File: src/rtl/seg7_scan_driver.sv
// Time-multiplexed N-digit 7-segment scan driver with tear-free frame updates.
// Optional per-slot anode dimming is enabled by defining SEG7_BRIGHTNESS_EN.
module seg7_scan_driver #(
  parameter int unsigned DIGITS         = 4,
  parameter int unsigned SCAN_DIV       = 1000,
  parameter bit          SEG_ACTIVE_LOW = 1'b0,
  parameter bit          AN_ACTIVE_LOW  = 1'b1,
  localparam int unsigned IDX_W         = (DIGITS > 1) ? $clog2(DIGITS) : 1
) (
  input  logic                  clk,
  input  logic                  rst_n,
  input  logic                  en,
  input  logic                  load,
  input  logic [4*DIGITS-1:0]   value,
  input  logic [DIGITS-1:0]     dp_in,
  input  logic                  blank_lz,
`ifdef SEG7_BRIGHTNESS_EN
  input  logic [3:0]            bright,
`endif
  output logic [6:0]            seg,
  output logic                  dp,
  output logic [DIGITS-1:0]     an,
  output logic [IDX_W-1:0]      digit_idx,
  output logic                  frame_done
);

  localparam int unsigned PRE_W = $clog2(SCAN_DIV);
  localparam int unsigned VAL_W = 4 * DIGITS;
  localparam logic [6:0]        SEG_OFF = SEG_ACTIVE_LOW ? 7'h7F : 7'h00;
  localparam logic [DIGITS-1:0] AN_OFF  = {DIGITS{AN_ACTIVE_LOW}};

  function automatic logic [6:0] hex7(input logic [3:0] n);
    case (n)
      4'h0: hex7 = 7'h3F;  4'h1: hex7 = 7'h06;  4'h2: hex7 = 7'h5B;  4'h3: hex7 = 7'h4F;
      4'h4: hex7 = 7'h66;  4'h5: hex7 = 7'h6D;  4'h6: hex7 = 7'h7D;  4'h7: hex7 = 7'h07;
      4'h8: hex7 = 7'h7F;  4'h9: hex7 = 7'h6F;  4'hA: hex7 = 7'h77;  4'hB: hex7 = 7'h7C;
      4'hC: hex7 = 7'h39;  4'hD: hex7 = 7'h5E;  4'hE: hex7 = 7'h79;  default: hex7 = 7'h71;
    endcase
  endfunction

  logic [PRE_W-1:0]  prescaler, prescaler_n;
  logic [IDX_W-1:0]  digit_idx_n;
  logic [VAL_W-1:0]  shadow_val, shadow_val_n, pend_val, pend_val_n;
  logic [DIGITS-1:0] shadow_dp, shadow_dp_n, pend_dp, pend_dp_n;
  logic              pending, pending_n;
  logic [6:0]        seg_n;
  logic              dp_n;
  logic [DIGITS-1:0] an_n;
  logic [DIGITS-1:0] lz_mask;
  logic              zero_run;
  logic              slot_end_c;
  logic              frame_end_c;
  logic              lit_c;
  logic [3:0]        cur_nib;

  assign slot_end_c  = en && (prescaler == PRE_W'(SCAN_DIV - 1));
  assign frame_end_c = slot_end_c && (digit_idx == IDX_W'(DIGITS - 1));
  // Combinational so the pulse coincides with the wrap cycle itself.
  assign frame_done  = frame_end_c;

`ifdef SEG7_BRIGHTNESS_EN
  logic [3:0] bright_q;
  logic [3:0] bright_eff;

  assign bright_eff = (prescaler == '0) ? bright : bright_q;
  assign lit_c = (32'(prescaler) < (((32'(bright_eff) + 32'd1) * SCAN_DIV) >> 4));

  always_ff @(posedge clk or negedge rst_n) begin
    if (!rst_n) begin
      bright_q <= 4'hF;
    end else if (en && (prescaler == '0)) begin
      bright_q <= bright;
    end
  end
`else
  assign lit_c = 1'b1;
`endif

  // Digit i is a leading zero when it and all higher digits are zero; digit 0 never is.
  always_comb begin
    zero_run = 1'b1;
    lz_mask  = '0;
    for (int i = int'(DIGITS) - 1; i >= 0; i--) begin
      zero_run = zero_run && (shadow_val[i*4 +: 4] == 4'h0);
      if (i != 0) lz_mask[i] = zero_run;
    end
  end

  // Scan counters, pending/shadow data path and next output values.
  always_comb begin
    prescaler_n  = prescaler;
    digit_idx_n  = digit_idx;
    shadow_val_n = shadow_val;
    shadow_dp_n  = shadow_dp;
    pend_val_n   = pend_val;
    pend_dp_n    = pend_dp;
    pending_n    = pending;
    seg_n        = SEG_OFF;
    dp_n         = SEG_ACTIVE_LOW;
    an_n         = AN_OFF;
    cur_nib      = shadow_val[32'(digit_idx) * 4 +: 4];

    if (en) begin
      if (slot_end_c) begin
        prescaler_n = '0;
        digit_idx_n = (digit_idx == IDX_W'(DIGITS - 1)) ? '0 : digit_idx + IDX_W'(1);
      end else begin
        prescaler_n = prescaler + PRE_W'(1);
      end
      if (frame_end_c && pending) begin
        shadow_val_n = pend_val;
        shadow_dp_n  = pend_dp;
      end
      if (load) begin
        pend_val_n = value;
        pend_dp_n  = dp_in;
        pending_n  = 1'b1;
      end else if (frame_end_c) begin
        pending_n  = 1'b0;
      end

      seg_n = (blank_lz && lz_mask[digit_idx]) ? 7'h00 : hex7(cur_nib);
      seg_n = SEG_ACTIVE_LOW ? ~seg_n : seg_n;
      dp_n  = shadow_dp[digit_idx] ^ SEG_ACTIVE_LOW;
      if (lit_c) an_n = (DIGITS'(1) << digit_idx) ^ AN_OFF;
    end else if (load) begin
      shadow_val_n = value;
      shadow_dp_n  = dp_in;
      pending_n    = 1'b0;
    end
  end

  always_ff @(posedge clk or negedge rst_n) begin
    if (!rst_n) begin
      prescaler  <= '0;
      digit_idx  <= '0;
      shadow_val <= '0;
      shadow_dp  <= '0;
      pend_val   <= '0;
      pend_dp    <= '0;
      pending    <= 1'b0;
      seg        <= SEG_OFF;
      dp         <= SEG_ACTIVE_LOW;
      an         <= AN_OFF;
    end else begin
      prescaler  <= prescaler_n;
      digit_idx  <= digit_idx_n;
      shadow_val <= shadow_val_n;
      shadow_dp  <= shadow_dp_n;
      pend_val   <= pend_val_n;
      pend_dp    <= pend_dp_n;
      pending    <= pending_n;
      seg        <= seg_n;
      dp         <= dp_n;
      an         <= an_n;
    end
  end

endmodule

File: config.mk
export PLATFORM = sky130hd
export DESIGN_NAME = seg7_scan_driver
export DESIGN_NICKNAME = d
export VERILOG_FILES = /design/src/rtl/seg7_scan_driver.sv
export SDC_FILE = /design/constraint.sdc
export NUM_CORES = 1
export LEC_CHECK = 0
export BUFFER_PORTS_ARGS = -buffer_cell sky130_fd_sc_hd__buf_2
export CORE_ASPECT_RATIO = 0.5
export CORE_UTILIZATION = 45
export CTS_CLUSTER_DIAMETER = 120
export DETAILED_ROUTE_END_ITERATION = 6
export GPL_ROUTABILITY_DRIVEN = 0
export SETUP_SLACK_MARGIN = 0.2
export SYNTH_ARGS = -nofsm -noshare
export SYNTH_HDL_FRONTEND = slang
export SYNTH_SLANG_ARGS = --single-unit
File: constraint.sdc
create_clock -name clk -period 2.8 [get_ports clk]
set_input_delay 0.7 -clock clk [delete_from_list [all_inputs] [get_ports clk]]
set_output_delay 0.7 -clock clk [all_outputs]
set_load 0.01 [all_outputs]
==> run_results.csv, run 1 <==
group,metric,value,unit
status,status,"complete, no violations",
sta,clock.fmax,0.4166,GHz
pwr,swShare,0.2710,
yosys,synth_area,3203,µm²
placement,placedCellCount,403,
global_route,grt_pass1_vias,2069,
global_route,track_usage,0.1903,
clock_tree,clockBufferDepth,2,
floorplan,start_util,0.4725,
floorplan,dieHeight,61.66,µm
sta,worstMarginPinSlew,734.5,ps
floorplan,fp.dieArea,7480,µm²
setup_path,cp-end-kind,"primary output",
layout,area_delta_synth_final,17.93,%
pwr,pwr-share-seq,0.441,
routing,wl_per_cell,14.79,µm
setup_path,ff2ff_setup_slack,620,ps
hold_path,min_path_type,"in -> async",
global_route,grt_overflow,0,
setup_path,critical_path_arrival,1700,ps
clock_tree,ctsHoldBuffers,0,
yosys,synth_edf_count,0,
routing,via_per_inst,5.215,
pwr,p_clk_frac,0.386,
clock_tree,post_cts_resized,0,
clock_tree,htree_levels,3,
yosys,async_reset_ff_frac,1.000,
run,drv_cap,0,
yosys,synth_top_area_frac,0.4766,
setup_path,critPathRequiredTime,2100,ps
pwr,internal_power,2.019,mW
clock_tree,cts-root-buf,"clkbuf_16",
clock_tree,cts_tree,"yes",
sta,period_share,0.8573,
clock_tree,clkTransAtPathRegs,50,ps
sta,finalSetupViolCount,0,
yosys,synth_nets,316,
sta,setup_ws,399.6,ps
clock_tree,cts_setup_buffers,0,
routing,firstDrtPassIters,4,
layout,fillCellCount,608,
placement,dp_slack,572.9,ps
sta,timing.slew.headroom,0.5104,
layout,drive_gt1_frac,0.2945,
sta,fin_setup_tns,0,ps
yosys,synth_top_area_cell,"dfrtp_1",
layout,fin_cells,418,
global_route,grt_antenna_before_repair,0,
routing,drc,0,
pwr,power.density,733.3,nW/µm²
setup_path,start_kind,"register",
global_route,grt_max_degree,44,
setup_path,crit_fanout,4,
sta,min_period,2400,ps
pwr,p_leak,1.757,nW
routing,ant_nets,0,
placement,port_buffers,39,
yosys,yosysWarnings,0,
yosys,synth_ff_type,"dfrtp_1",
pwr,ir_drop,0.3029,mV
layout,diodes,0,
global_route,grt_pass1_wl,10320,µm
pwr,p_comb_frac,0.173,
clock_tree,cts_num_sinks,65,
pwr,switching_power,0.7507,mW
clock_tree,cts_made_buffers,9,
floorplan,coreArea,6779,µm²
sta,skew,7.413,ps
clock_tree,insertion_delay,340,ps
sta,drv_slew,0,
routing,routed_wl,6184,µm
layout,fin_nets,358,
routing,vias,2180,
floorplan,fp.dieW,121.3,µm
yosys,yosysSeqAreaShare,0.5094,
floorplan,io_pins,40,
routing,initialDrtViolationCount,204,
sta,final_hold_viol_count,0,
sta,rsz0062_at_grt,"false",
yosys,avgSynthCellArea,11.44,µm²
yosys,ys_types,38,
yosys,netlist_instances,280,
yosys,synth_area_leaders,"dfrtp_1 (48%), mux2_2 (8.1%), mux2i_1 (7.5%), ha_1 (4.3%), nor2_1 (3.9%)",
placement,hpwl,4292,µm
setup_path,path_class,"reg -> out",
floorplan,rows,21,
yosys,ys_ff_latch,65,
==> final timing paths <==
path	start	endpoint	cells after the start
worst max-delay path	prescaler[0]$_DFFE_PN0P_	frame_done	5
worst min-delay path	rst_n	prescaler[6]$_DFFE_PN0P_	1
worst max register to register	digit_idx[0]$_DFFE_PN0P_	seg[0]$_DFF_PN0_	5
worst min register to register	prescaler[8]$_DFFE_PN0P_	prescaler[8]$_DFFE_PN0P_	1
max in group asynchronous	rst_n	an[1]$_DFF_PN1_	2
min in group clk	prescaler[8]$_DFFE_PN0P_	prescaler[8]$_DFFE_PN0P_	1
==> metal layers <==
| layer | up-vias | global-route usage | wire length, µm |
|---|---|---|---|
| met5 | - | 0 | 0 |
| met4 | 0 | 0.07584 | 106 |
| met3 | 10 | 0.07593 | 335 |
| met2 | 47 | 0.2662 | 2540 |
| met1 | 1059 | 0.2638 | 3202 |
| li1 | 1064 | - | - |
==> cell type report <==
type                       count  area, µm²  area share
clock inverter                 3      42.54     0.01126
sequential                    65       1632      0.4319
tap                           92      115.1     0.03047
inverter                       8      30.03    0.007950
timing repair buffer          46      260.3     0.06890
multi-input combinational    192       1461      0.3869
clock buffer                  12      236.5     0.06260
==> power by group through the flow <==
stage | clock network, mW | registers, mW | logic, mW
finish | 1.07 | 1.22 | 0.480
global route | 1.13 | 1.25 | 0.544
CTS | 1.09 | 1.22 | 0.485
detailed placement | 0 | 1.24 | 0.482
global placement | 0 | 1.23 | 0.464
floorplan | 0 | 1.21 | 0.352
==> flip-flops by register name, indices dropped and copies added (netlist names) <==
signal,cells
an,4
digit_idx,2
dp,1
pend_dp,4
pend_val,16
pending,1
prescaler,10
seg,7
shadow_dp,4
shadow_val,16
==> layout by cell type, fill, tap and decap left out, drive strengths merged, types with 3 or more instances in the layout <==
cell     synthesis  routed
xnor2            7       7
nor3             7       7
ha              11      11
a2111oi          3       3
a21oi           21      21
mux2i           24      24
nand4            3       3
mux2            23      23
mux4             5       5
inv              8       8
nor4             3       3
clkbuf           5      12
nor2            33      33
nand2           18      18
dfrtp           61      61
nand2b           3       3
dfstp            4       4
o21ai            8       8
nand3            3       3
buf             10      46
==> synth_stat cells (all sizes together) (4+ instances only) <==
library cell and instances:
nor2 33, mux4 5, mux2 23, nor3 7, dfrtp 61, o21ai 8
inv 8, buf 10, clkbuf 5, mux2i 24, ha 11, a21oi 21
nand2 18, xnor2 7, dfstp 4
==> per-stage QoR <==
stage / power [mW] / util / cell area (µm²) / hold slack (ps)
after floorplan: 1.564 / - / 3203 / 404.4
after global placement: 1.693 / 0.5161 / 3498 / 470.1
after detailed placement: 1.718 / 0.5161 / 3498 / 480.8
after CTS: 2.796 / 0.5572 / 3777 / 361.8
after global routing: 2.923 / 0.5572 / 3777 / 380.3
final: 2.770 / 0.5572 / 3777 / 351.1
==> logic make-up after synthesis <==
family	after synthesis	synth area share
compound gates	45	0.09336
flops	65	0.5094
xor+xnor	8	0.02188
fa+ha+maj	11	0.04297
mux	52	0.1910
simple gates	76	0.1070
buf+inv	23	0.03437
==> worst max-delay path, cell delays in order, from the launching register on <==
cell and delay [ps]:
dfrtp_1 380, ha_1 230, nand3_1 200, nor3_1 260
and2_1 170, buf_2 130
(Power assumes the default switching activity.)
==> run 2, diff against run 1 <==
Settings changed: CORE_UTILIZATION 45 to 35, CTS_BUF_LIST set to sky130_fd_sc_hd__clkbuf_16.
==> run_results.csv, run 2 (synthesized netlist as in run 1, its figures left out) <==
group,metric,value,unit
layout,layout_commonest_cell,"dfrtp_1",
floorplan,rows,24,
pwr,pwr-share-seq,0.461,
routing,via_per_inst,4.829,
floorplan,io_pins,40,
global_route,grt_util_met2,0.2228,
sta,drv_slew,0,
pwr,p_comb_frac,0.177,
setup_path,ff2ff_setup_slack,610,ps
routing,wl_per_cell,14.20,µm
sta,skew,8.062,ps
floorplan,coreArea,8798,µm²
sta,final_hold_viol_count,0,
routing,initialDrtViolationCount,128,
pwr,power.density,704.1,nW/µm²
clock_tree,cts_setup_buffers,0,
placement,port_buffers,39,
clock_tree,cts-root-buf,"clkbuf_16",
global_route,grt_pass1_vias,2244,
floorplan,fp.dieW,137.3,µm
global_route,top_usage_layer,"met2",
clock_tree,cts_made_buffers,9,
layout,layout_common_cells,"dfrtp_1 (61), buf_2 (39), nor2_1 (33), mux2i_1 (24), mux2_2 (23)",
routing,drc,0,
pwr,p_leak,1.752,nW
setup_path,path_class,"reg -> out",
global_route,grt_max_degree,66,
setup_path,crit_fanout,4,
global_route,grt_pass1_wl,10880,µm
sta,worstMarginPinSlew,809.3,ps
clock_tree,clkTransAtPathRegs,50,ps
global_route,use_met1,0.1974,
layout,largest_registers,"pend_val: 16 flops, shadow_val: 16 flops, prescaler: 10 flops",
floorplan,fp.dieArea,9562,µm²
setup_path,crit_start,"prescaler[0]$_DFFE_PN0P_",
sta,finalSetupViolCount,0,
pwr,internal_power,1.915,mW
floorplan,start_util,0.3641,
hold_path,min_path_type,"reg -> reg",
pwr,p_clk_frac,0.362,
sta,clock.fmax,0.4131,GHz
global_route,grt_overflow,0,
run,drv_cap,0,
pwr,p_total,2.658,mW
clock_tree,post_cts_resized,0,
sta,rsz0062_at_grt,"false",
sta,timing.slew.headroom,0.4605,
sta,min_period,2421,ps
clock_tree,cts_tree,"yes",
layout,regArea,1632,µm²
status,status,"complete, no violations",
pwr,switching_power,0.7429,mW
clock_tree,htree_levels,3,
global_route,grt_antenna_before_repair,0,
sta,period_share,0.8646,
placement,hpwl,4378,µm
routing,ant_nets,0,
routing,firstDrtPassIters,4,
layout,diodes,0,
sta,fin_setup_tns,0,ps
floorplan,dieHeight,69.65,µm
setup_path,cp-end-kind,"primary output",
layout,multi_input_area,1461,µm²
layout,area_delta_synth_final,17.85,%
setup_path,critPathRequiredTime,2100,ps
hold_path,worstHoldStart,"prescaler[8]$_DFFE_PN0P_",
clock_tree,clockBufferDepth,2,
pwr,ir_drop,0.3239,mV
routing,routed_wl,6303,µm
setup_path,critical_path_arrival,1720,ps
clock_tree,ctsHoldBuffers,0,
clock_tree,cts_num_sinks,65,
layout,drive_gt1_frac,0.2936,
layout,fillCellCount,832,
routing,vias,2144,
pwr,swShare,0.2795,
layout,fin_nets,358,
global_route,track_usage,0.1496,
setup_path,start_kind,"register",
global_route,grtUsageMet3,0.04971,
setup_path,r2r-start,"digit_idx[0]$_DFFE_PN0P_",
clock_tree,insertion_delay,330,ps
[run 2: changes by cell type in the layout (fill, tap and decap cells not counted)]
cell	change
buf_12	-1
buf_4	+1
bufinv_16	-1
clkbuf_1	-3
clkinv_1	+2
clkinv_2	+1
inv_1	+2
[run 2: power by group through the flow]
stage | clock (mW) | sequential (mW) | combinational, mW
3_5_place_dp | 0 | 1.24 | 0.474
6_report | 0.962 | 1.22 | 0.471
4_1_cts | 0.987 | 1.22 | 0.478
3_3_place_gp | 0 | 1.23 | 0.460
5_1_grt | 1.03 | 1.24 | 0.532
2_1_floorplan | 0 | 1.21 | 0.352
[run 2: per-stage QoR]
step	instance area (µm²)	instances	util	setup WS [ps]	hold slack (ps)
after floorplan	3203	280	-	486.9	404.4
after global placement	3517	428	0.3997	609.6	464.9
after detailed placement	3517	428	0.3997	548.2	489.0
after CTS	3775	444	0.4290	355.4	498.4
after global routing	3775	444	0.4290	253.4	518.9
final	3775	444	0.4290	379.0	502.7
[run 2: layer usage]
layer,part of all wire,vias up
li1,-,1069
met1,0.49,1032
met2,0.45,31
met4,0.018,0
met5,0,-
met3,0.043,12
[run 2: cell type report]
cell class,count,share of cell area
clock buffers,9,0.05966
clock inverters,7,0.008618
inverters,8,0.007955
multi-input cells,192,0.3871
flip-flops and latches,65,0.4322
well taps,117,0.03878
repair buffers,46,0.06563
[run 2: final timing paths]
kind	endpoint	depth (start not counted)
worst max-delay path	frame_done	5
max in group asynchronous	shadow_val[13]$_DFFE_PN0P_	2
min in group asynchronous	seg[4]$_DFF_PN0_	2
worst min-delay path	prescaler[8]$_DFFE_PN0P_	1
worst min register to register	prescaler[8]$_DFFE_PN0P_	1
worst max register to register	seg[0]$_DFF_PN0_	5
[run 2: worst max-delay path: stages, from the launching register on]
cell and delay [ps]:
dfrtp_1 400, ha_1 230, nand3_1 190, nor3_1 270
and2_1 180, buf_2 130
